[src/rtl/controlador_deslocamento.sv]
//------------------------------------------------------------------------------
// Module   : controlador_deslocamento
// Brief    : Sequencer for the load/shift mode mux feeding a shift register.
//            Optional ping-pong reversal: define CONTROLADOR_PINGPONG_EN.
// Revision : 1.0 - initial release
//------------------------------------------------------------------------------
`default_nettype none

module controlador_deslocamento #(
  parameter int DIV    = 4,
  parameter int STEP_W = 4
) (
  input  logic              clock,
  input  logic              reset_n,
  input  logic              cmd_carregar,
  input  logic              cmd_esq_dir,
  input  logic              cmd_dir_esq,
  input  logic              cmd_parar,
  input  logic [STEP_W-1:0] passos,
  output logic              ch1,
  output logic              ch0,
  output logic              habilita_registro,
  output logic              ocupado,
  output logic              concluido
);

  localparam int PRESC_W = (DIV > 1) ? $clog2(DIV) : 1;
  localparam logic [PRESC_W-1:0] C_PRESC_MAX = PRESC_W'(DIV - 1);

  // State encoding equals the {ch1, ch0} mux select of each mode.
  typedef enum logic [1:0] {
    OCIOSO     = 2'b11,
    CARREGA    = 2'b00,
    DESLOCA_DE = 2'b01,
    DESLOCA_ED = 2'b10
  } estado_t;

  estado_t             r_estado;
  estado_t             w_prox_estado;
  logic [PRESC_W-1:0]  r_presc;
  logic [STEP_W-1:0]   r_passo;
  logic [STEP_W-1:0]   r_passos_lat;
  logic                r_concluido;
  logic                w_conclui;
  logic                w_desloca;
  logic                w_tick;
  logic                w_fim;

  assign w_desloca = (r_estado == DESLOCA_DE) || (r_estado == DESLOCA_ED);
  assign w_tick    = (r_presc == C_PRESC_MAX);
  assign w_fim     = w_desloca && w_tick && (r_passos_lat != '0) &&
                     ((r_passo + STEP_W'(1)) == r_passos_lat);

  always_ff @(posedge clock or negedge reset_n) begin
    if (!reset_n) begin
      r_estado <= OCIOSO;
    end else begin
      r_estado <= w_prox_estado;
    end
  end

  always_comb begin
    w_prox_estado = r_estado;
    w_conclui     = 1'b0;
    case (r_estado)
      OCIOSO: begin
        if (cmd_parar) begin
          w_prox_estado = OCIOSO;
        end else if (cmd_carregar) begin
          w_prox_estado = CARREGA;
        end else if (cmd_esq_dir) begin
          w_prox_estado = DESLOCA_ED;
        end else if (cmd_dir_esq) begin
          w_prox_estado = DESLOCA_DE;
        end
      end
      CARREGA: begin
        // The load enable was already given; abort only suppresses concluido.
        w_prox_estado = OCIOSO;
        w_conclui     = !cmd_parar;
      end
      DESLOCA_DE, DESLOCA_ED: begin
        if (cmd_parar) begin
          w_prox_estado = OCIOSO;
        end else if (w_fim) begin
          w_conclui = 1'b1;
`ifdef CONTROLADOR_PINGPONG_EN
          w_prox_estado = (r_estado == DESLOCA_DE) ? DESLOCA_ED : DESLOCA_DE;
`else
          w_prox_estado = OCIOSO;
`endif
        end
      end
      default: begin
        w_prox_estado = OCIOSO;
      end
    endcase
  end

  // Any state change restarts pacing, so entry, exit, abort and reversal share one path.
  always_ff @(posedge clock or negedge reset_n) begin
    if (!reset_n) begin
      r_presc      <= '0;
      r_passo      <= '0;
      r_passos_lat <= '0;
      r_concluido  <= 1'b0;
    end else begin
      r_concluido <= w_conclui;
      if (w_prox_estado != r_estado) begin
        r_presc <= '0;
        r_passo <= '0;
        if (r_estado == OCIOSO && w_prox_estado != CARREGA) begin
          r_passos_lat <= passos;
        end
      end else if (w_desloca) begin
        r_presc <= w_tick ? '0 : r_presc + PRESC_W'(1);
        if (w_tick) begin
          r_passo <= r_passo + STEP_W'(1);
        end
      end
    end
  end

  assign ch1               = r_estado[1];
  assign ch0               = r_estado[0];
  assign ocupado           = (r_estado != OCIOSO);
  assign habilita_registro = (r_estado == CARREGA) || (w_desloca && w_tick);
  assign concluido         = r_concluido;

endmodule

`default_nettype wire

[config.mk]
export PLATFORM = sky130hd
export DESIGN_NAME = controlador_deslocamento
export DESIGN_NICKNAME = d
export VERILOG_FILES = /design/src/rtl/controlador_deslocamento.sv
export SDC_FILE = /design/constraint.sdc
export NUM_CORES = 1
export LEC_CHECK = 0
export BUFFER_PORTS_ARGS = -buffer_cell sky130_fd_sc_hd__buf_2
export CAP_MARGIN = 20
export CORE_UTILIZATION = 50
export DETAILED_ROUTE_END_ITERATION = 10
export GPL_TIMING_DRIVEN = 0
export HOLD_SLACK_MARGIN = 0.08
export PLACE_DENSITY = 0.85
export SLEW_MARGIN = 10
export SYNTH_ARGS = -nofsm -noshare
export SYNTH_HDL_FRONTEND = slang
export SYNTH_SLANG_ARGS = --single-unit
[constraint.sdc]
create_clock -name clock -period 2.8 [get_ports clock]
set_clock_uncertainty 0.05 [all_clocks]
set_input_delay 0 -clock clock [delete_from_list [all_inputs] [get_ports clock]]
set_output_delay 0 -clock clock [all_outputs]
set_load 0.05 [all_outputs]
# After elaboration in Yosys (flattened, before gate mapping)
# Cells that the tools add are included.
[totals] reg_bits=13
[classes] addsub=2 n_mux=16 n_eq_ne=7 reduce_logical=15
[ops] operator="$mux W2" n=9
[ops] operator="$mux W4" n=3
[ops] operator="$eq A2 B2 Y1 const B" n=3
[ops] operator="$pmux W2 S3" n=1
[ops] operator="$reduce_bool A2 Y1" n=3
[ops] operator="$add A4 B1 Y4 const B" n=1
[ops] operator="$eq A4 B4 Y1" n=1
[ops] operator="$logic_and A1 B1 Y1" n=4
[ops] operator="$reduce_and A2 Y1" n=2
[ops] operator="$reduce_bool A4 Y1" n=1
[ops] operator="$add A2 B1 Y2 const B" n=1
[ops] operator="$eq A2 B1 Y1 const B" n=1
[ops] operator="$logic_not A2 Y1" n=1
[ops] operator="$logic_or A1 B1 Y1" n=2
[ops] operator="$mux W1" n=2
[ops] operator="$ne A2 B2 Y1" n=1
[ops] operator="$ne A2 B2 Y1 const B" n=1
[ops] operator="$pmux W1 S2" n=1
[ops] operator="$reduce_or A2 Y1" n=1
[ops] operator="$logic_not A1 Y1" n=1

# Depth between registers and ports, before layout
[depth] word_depth=11 ltp_mapped=8

# Worst setup path before layout
# No wires, ideal clock.
[synth_path] path_type="reg-to-reg" start="reg r_estado[1]" end="reg r_passos_lat[0]" required_ns=2.625 t_arrival_ns=2.519 setup_slack_ns=0.106 setup_ns=0.125 path_stages_with_launch=9 period_less_slack_ns=2.694 path_buffers=1 cell_sequence="dfstp_2 > inv_1 > ha_1 > buf_2 > or3_1 > nand4_1 > nor4_1 > a41oi_4 > mux2_2"
[synth_via] elab_chain_len=11
[synth_lines] element="from (decl)" line_no="38" text="estado_t r_estado;"
[synth_lines] element="from (signal assigned)" line_no="58" text="r_estado <= w_prox_estado;"
[synth_lines] element="$eq A2 B1 Y1 / $eq A2 B2 Y1 (equally long branches)" line_no="49, 65"
[synth_lines] element="$logic_or A1 B1 Y1" line_no="49" text="assign w_desloca = (r_estado == DESLOCA_DE) || (r_estado == DESLOCA_ED);"
[synth_lines] element="$logic_and A1 B1 Y1 (3 in series)" line_no="51" text="assign w_fim = w_desloca && w_tick && (r_passos_lat != '0) &&"
[synth_lines] element="$mux W2" line_no="85" text="end else if (w_fim) begin"
[synth_lines] element="$mux W2" line_no="83" text="if (cmd_parar) begin"
[synth_lines] element="$pmux W2 S3" line_no="65" text="case (r_estado)"
[synth_lines] element="$reduce_bool A2 Y1" line_no="112" text="if (r_estado == OCIOSO && w_prox_estado != CARREGA) begin"
[synth_lines] element="$logic_and A1 B1 Y1" line_no="112"
[synth_lines] element="$reduce_and A2 Y1 (no source line) *"
[synth_lines] element="to (signal assigned)" line_no="113" text="r_passos_lat <= passos;"
[synth_lines] element="to (decl)" line_no="42" text="logic [STEP_W-1:0] r_passos_lat;"
# Mark *: on every way between the ends. The rest lies on a longest branch, timed or not.
# A chain may end at the register's enable or synchronous reset.

# Final worst setup path
[layout_path] start="reg r_estado[1]" end="reg r_passos_lat[3]"
# The elaborated chain is that of the path after synthesis.

==> impl_metrics.ini <==
[clock_tree]
cts_setup_buffers = 0
clkSinkCount = 13
cts_tree = done
root_buffer = clkbuf_4
cts_htree_levels = 1
clk_latency_ns = 0.28
cts_buffers = 3
cts.path.max_buffers = 2
clk_pin_slew_ns = 0.08

[synthesis]
yosysSeqAreaShare_pct = 38.30
yosysMostFrequentCell = dfrtp_1
synth_top_area_share_pct = 32.16
synth_edf_count = 0
yosys-top-cells-area = dfrtp_1 (32%), ha_1 (7.3%), mux2_2 (6.6%)
syn_area_sq_um = 855.8
ys_ff_latch = 13
syn-num-nets = 98
synth.distinct_cells = 31
yosys_most_used_dff = dfrtp_1
synthTopCellsByCount = dfrtp_1 (11), nor2_1 (9), a21oi_1 (6)
avgSynthCellArea_sq_um = 10.31
ys_warn_count = 0
ys_async_sr_fraction_pct = 100.0
synth_top_area_cell = dfrtp_1
synth_cells = 83

[worst_setup_path]
crit_buf_inv = 2
crit_type = reg2reg
start_kind = flip-flop
critPathMaxFanout = 10
cp_slowest_cell = dfstp_2
critPathTopFamily = simple AND/OR/NAND/NOR gates
critical_path_required_ns = 2.92
worst_path_largest_cell_delay_ns = 0.64
critPathCaptureType = flip-flop
cp_cell_sequence = inv_1 -> ha_1 -> buf_2 -> or3_1 -> nand4_1 -> nor4_1 -> a41oi_4 -> mux2_2
crit_arrival_ns = 2.78

[floorplan]
pin_count = 15
core_sq_um = 1559
die_h_um = 43.37
start_util_pct = 54.90
die_w_um = 43.37
rows = 14
dieArea_sq_um = 1881

[grt]
grt_max_degree = 12
grt_pass1_wl_mm = 2.822
antenna_found_initial = 0
grt_pass1_vias = 699
grt.total_usage_pct = 20.71
grt-ovfl-total = 0

[sta]
fmax_mhz = 375.9
worst_pin_slew_ns = 0.4915
finalMaxSlewViolations = 0
tns_ns = 0
rsz0062_at_grt = no
max_slew_margin_pct = 67.13
finalHoldViolations = 0
period_share_pct = 95.01
min_period_ns = 2.660
setup_viol = 0

[status]
status = complete, no violations

[hold_path]
min_path_type = in2async

[placed_design]
place_congestion = 0.8370
dp_hpwl_mm = 1.188
portBuffers = 14

[power]
ir_drop_mv = 0.5547
p_leak_uw = 0.0004910
power_density_nw_per_um2 = 1086

[finish]
antenna_cells = 0
nets = 128
layout-drive-gt1-share_pct = 25.89
fin_util_pct = 69.50
syn2layout_area_growth_pct = 26.61

[routing]
first_pass_iters = 4
ant_nets = 0
vias = 732
drc = 0
wl_per_cell_um = 13.15
via_per_inst = 5.719
drt_iter0_markers = 19
wirelength_mm = 1.683

[run]
cap_violations = 0
## metrics by stage
step	total power (uW)	cell area (sq um)	std cells	worst slack, ns	hold slack [ns]
6_report	1177	1084	128	0.1397	0.1734
5_1_grt	1273	1084	128	0.02110	0.1743
4_1_cts	1183	1084	128	0.1461	0.1580
3_5_place_dp	1044	945.9	113	0.1543	-0.1530
3_3_place_gp	1021	945.9	113	0.1897	-0.1593
2_1_floorplan	908.9	855.8	83	0.1060	-0.3456
## placed cells by master, fill, tap and decap left out, drive strengths merged
| cell type | n |
|---|---|
| o21a | 2 |
| o31a | 1 |
| o31ai | 3 |
| dfrtp | 11 |
| inv | 5 |
| clkinv | 1 |
| a211oi | 1 |
| o211a | 1 |
| nand2 | 2 |
| xnor2 | 3 |
| ha | 5 |
| or3 | 1 |
| xor2 | 3 |
| nand4 | 2 |
| o22ai | 2 |
| xnor3 | 1 |
| a41oi | 1 |
| mux2 | 5 |
| dfstp | 2 |
| nor2 | 9 |
| nor2b | 2 |
| nand3 | 3 |
| nor3 | 5 |
| a311o | 1 |
| a21oi | 6 |
| dlygate4sd3 | 11 |
| nor4 | 1 |
| o21ai | 1 |
| clkbuf | 3 |
| mux2i | 1 |
| buf | 15 |
| nand2b | 2 |
## worst reg2reg max path, stage by stage (launching register included)
cell and delay, ns:
dfstp_2 0.64, inv_1 0.09, ha_1 0.29, buf_2 0.17, or3_1 0.49, nand4_1 0.13, nor4_1 0.07, a41oi_4 0.25
mux2_2 0.37
## cells by family after synthesis
family / Yosys count / synth area share (%)
buffers and inverters: 6 / 2.777
and+or+nand+nor: 27 / 16.08
AOI/OAI and AO/OA: 19 / 19.01
adders and majority gates: 5 / 7.310
DFF: 13 / 38.30
muxes: 6 / 7.748
xor gates and xnor gates: 7 / 8.773
## routing by layer
metal,part of all wire (%),vias up,GRT usage (%)
li1,-,365,-
met5,0,-,0
met2,52,17,36.67
met4,2.0,0,10.63
met1,43,346,25.21
met3,3.0,4,1.667
## area by class of cell
cell class	instances	area, sq um
Timing Repair Buffer	25	180.2
Buffer	1	5.005
Clock inverter	1	5.005
Fill cell	110	475.5
Sequential cell	13	327.8
Inverter	5	18.77
Multi-Input combinational cell	64	504.2
Clock buffer	3	22.52
Tap cell	16	20.02
## final timing paths
path | start | end | slack (ns) | depth (start not counted)
worst max register to register | r_estado[1]$_DFF_PN1_ | r_passos_lat[3]$_DFFE_PN0P_ | 0.14 | 8
max in group asynchronous | reset_n | r_passos_lat[0]$_DFFE_PN0P_ | 1.61 | 3
worst max-delay path | r_estado[1]$_DFF_PN1_ | r_passos_lat[3]$_DFFE_PN0P_ | 0.14 | 8
min in group clock | cmd_carregar | r_passos_lat[0]$_DFFE_PN0P_ | 0.31 | 4
worst min register to register | r_passos_lat[0]$_DFFE_PN0P_ | r_passos_lat[0]$_DFFE_PN0P_ | 0.47 | 1
worst min-delay path | reset_n | r_estado[0]$_DFF_PN1_ | 0.17 | 2
## power breakdown
part / internal, uW / leakage (uW) / switching, uW / total (uW)
sequential: 265 / 0.000165 / 72.6 / 337
combinational: 291 / 0.000308 / 432 / 723
clock: 53.0 / 0.0000177 / 63.7 / 117
## timing repair
item | in CTS | in global routing
resized for setup | 0 | 0
hold buffers | 11 | 0
setup endpoints to repair | 0 | 0
hold endpoints to repair | 20 | 0
## sequential cells by signal, summed over array words and instances, names as in the netlist
name / count
concluido: 1
r_passos_lat: 4
r_estado: 2
r_passo: 4
r_presc: 2
No activity file was read; power rests on OpenSTA's default activity.
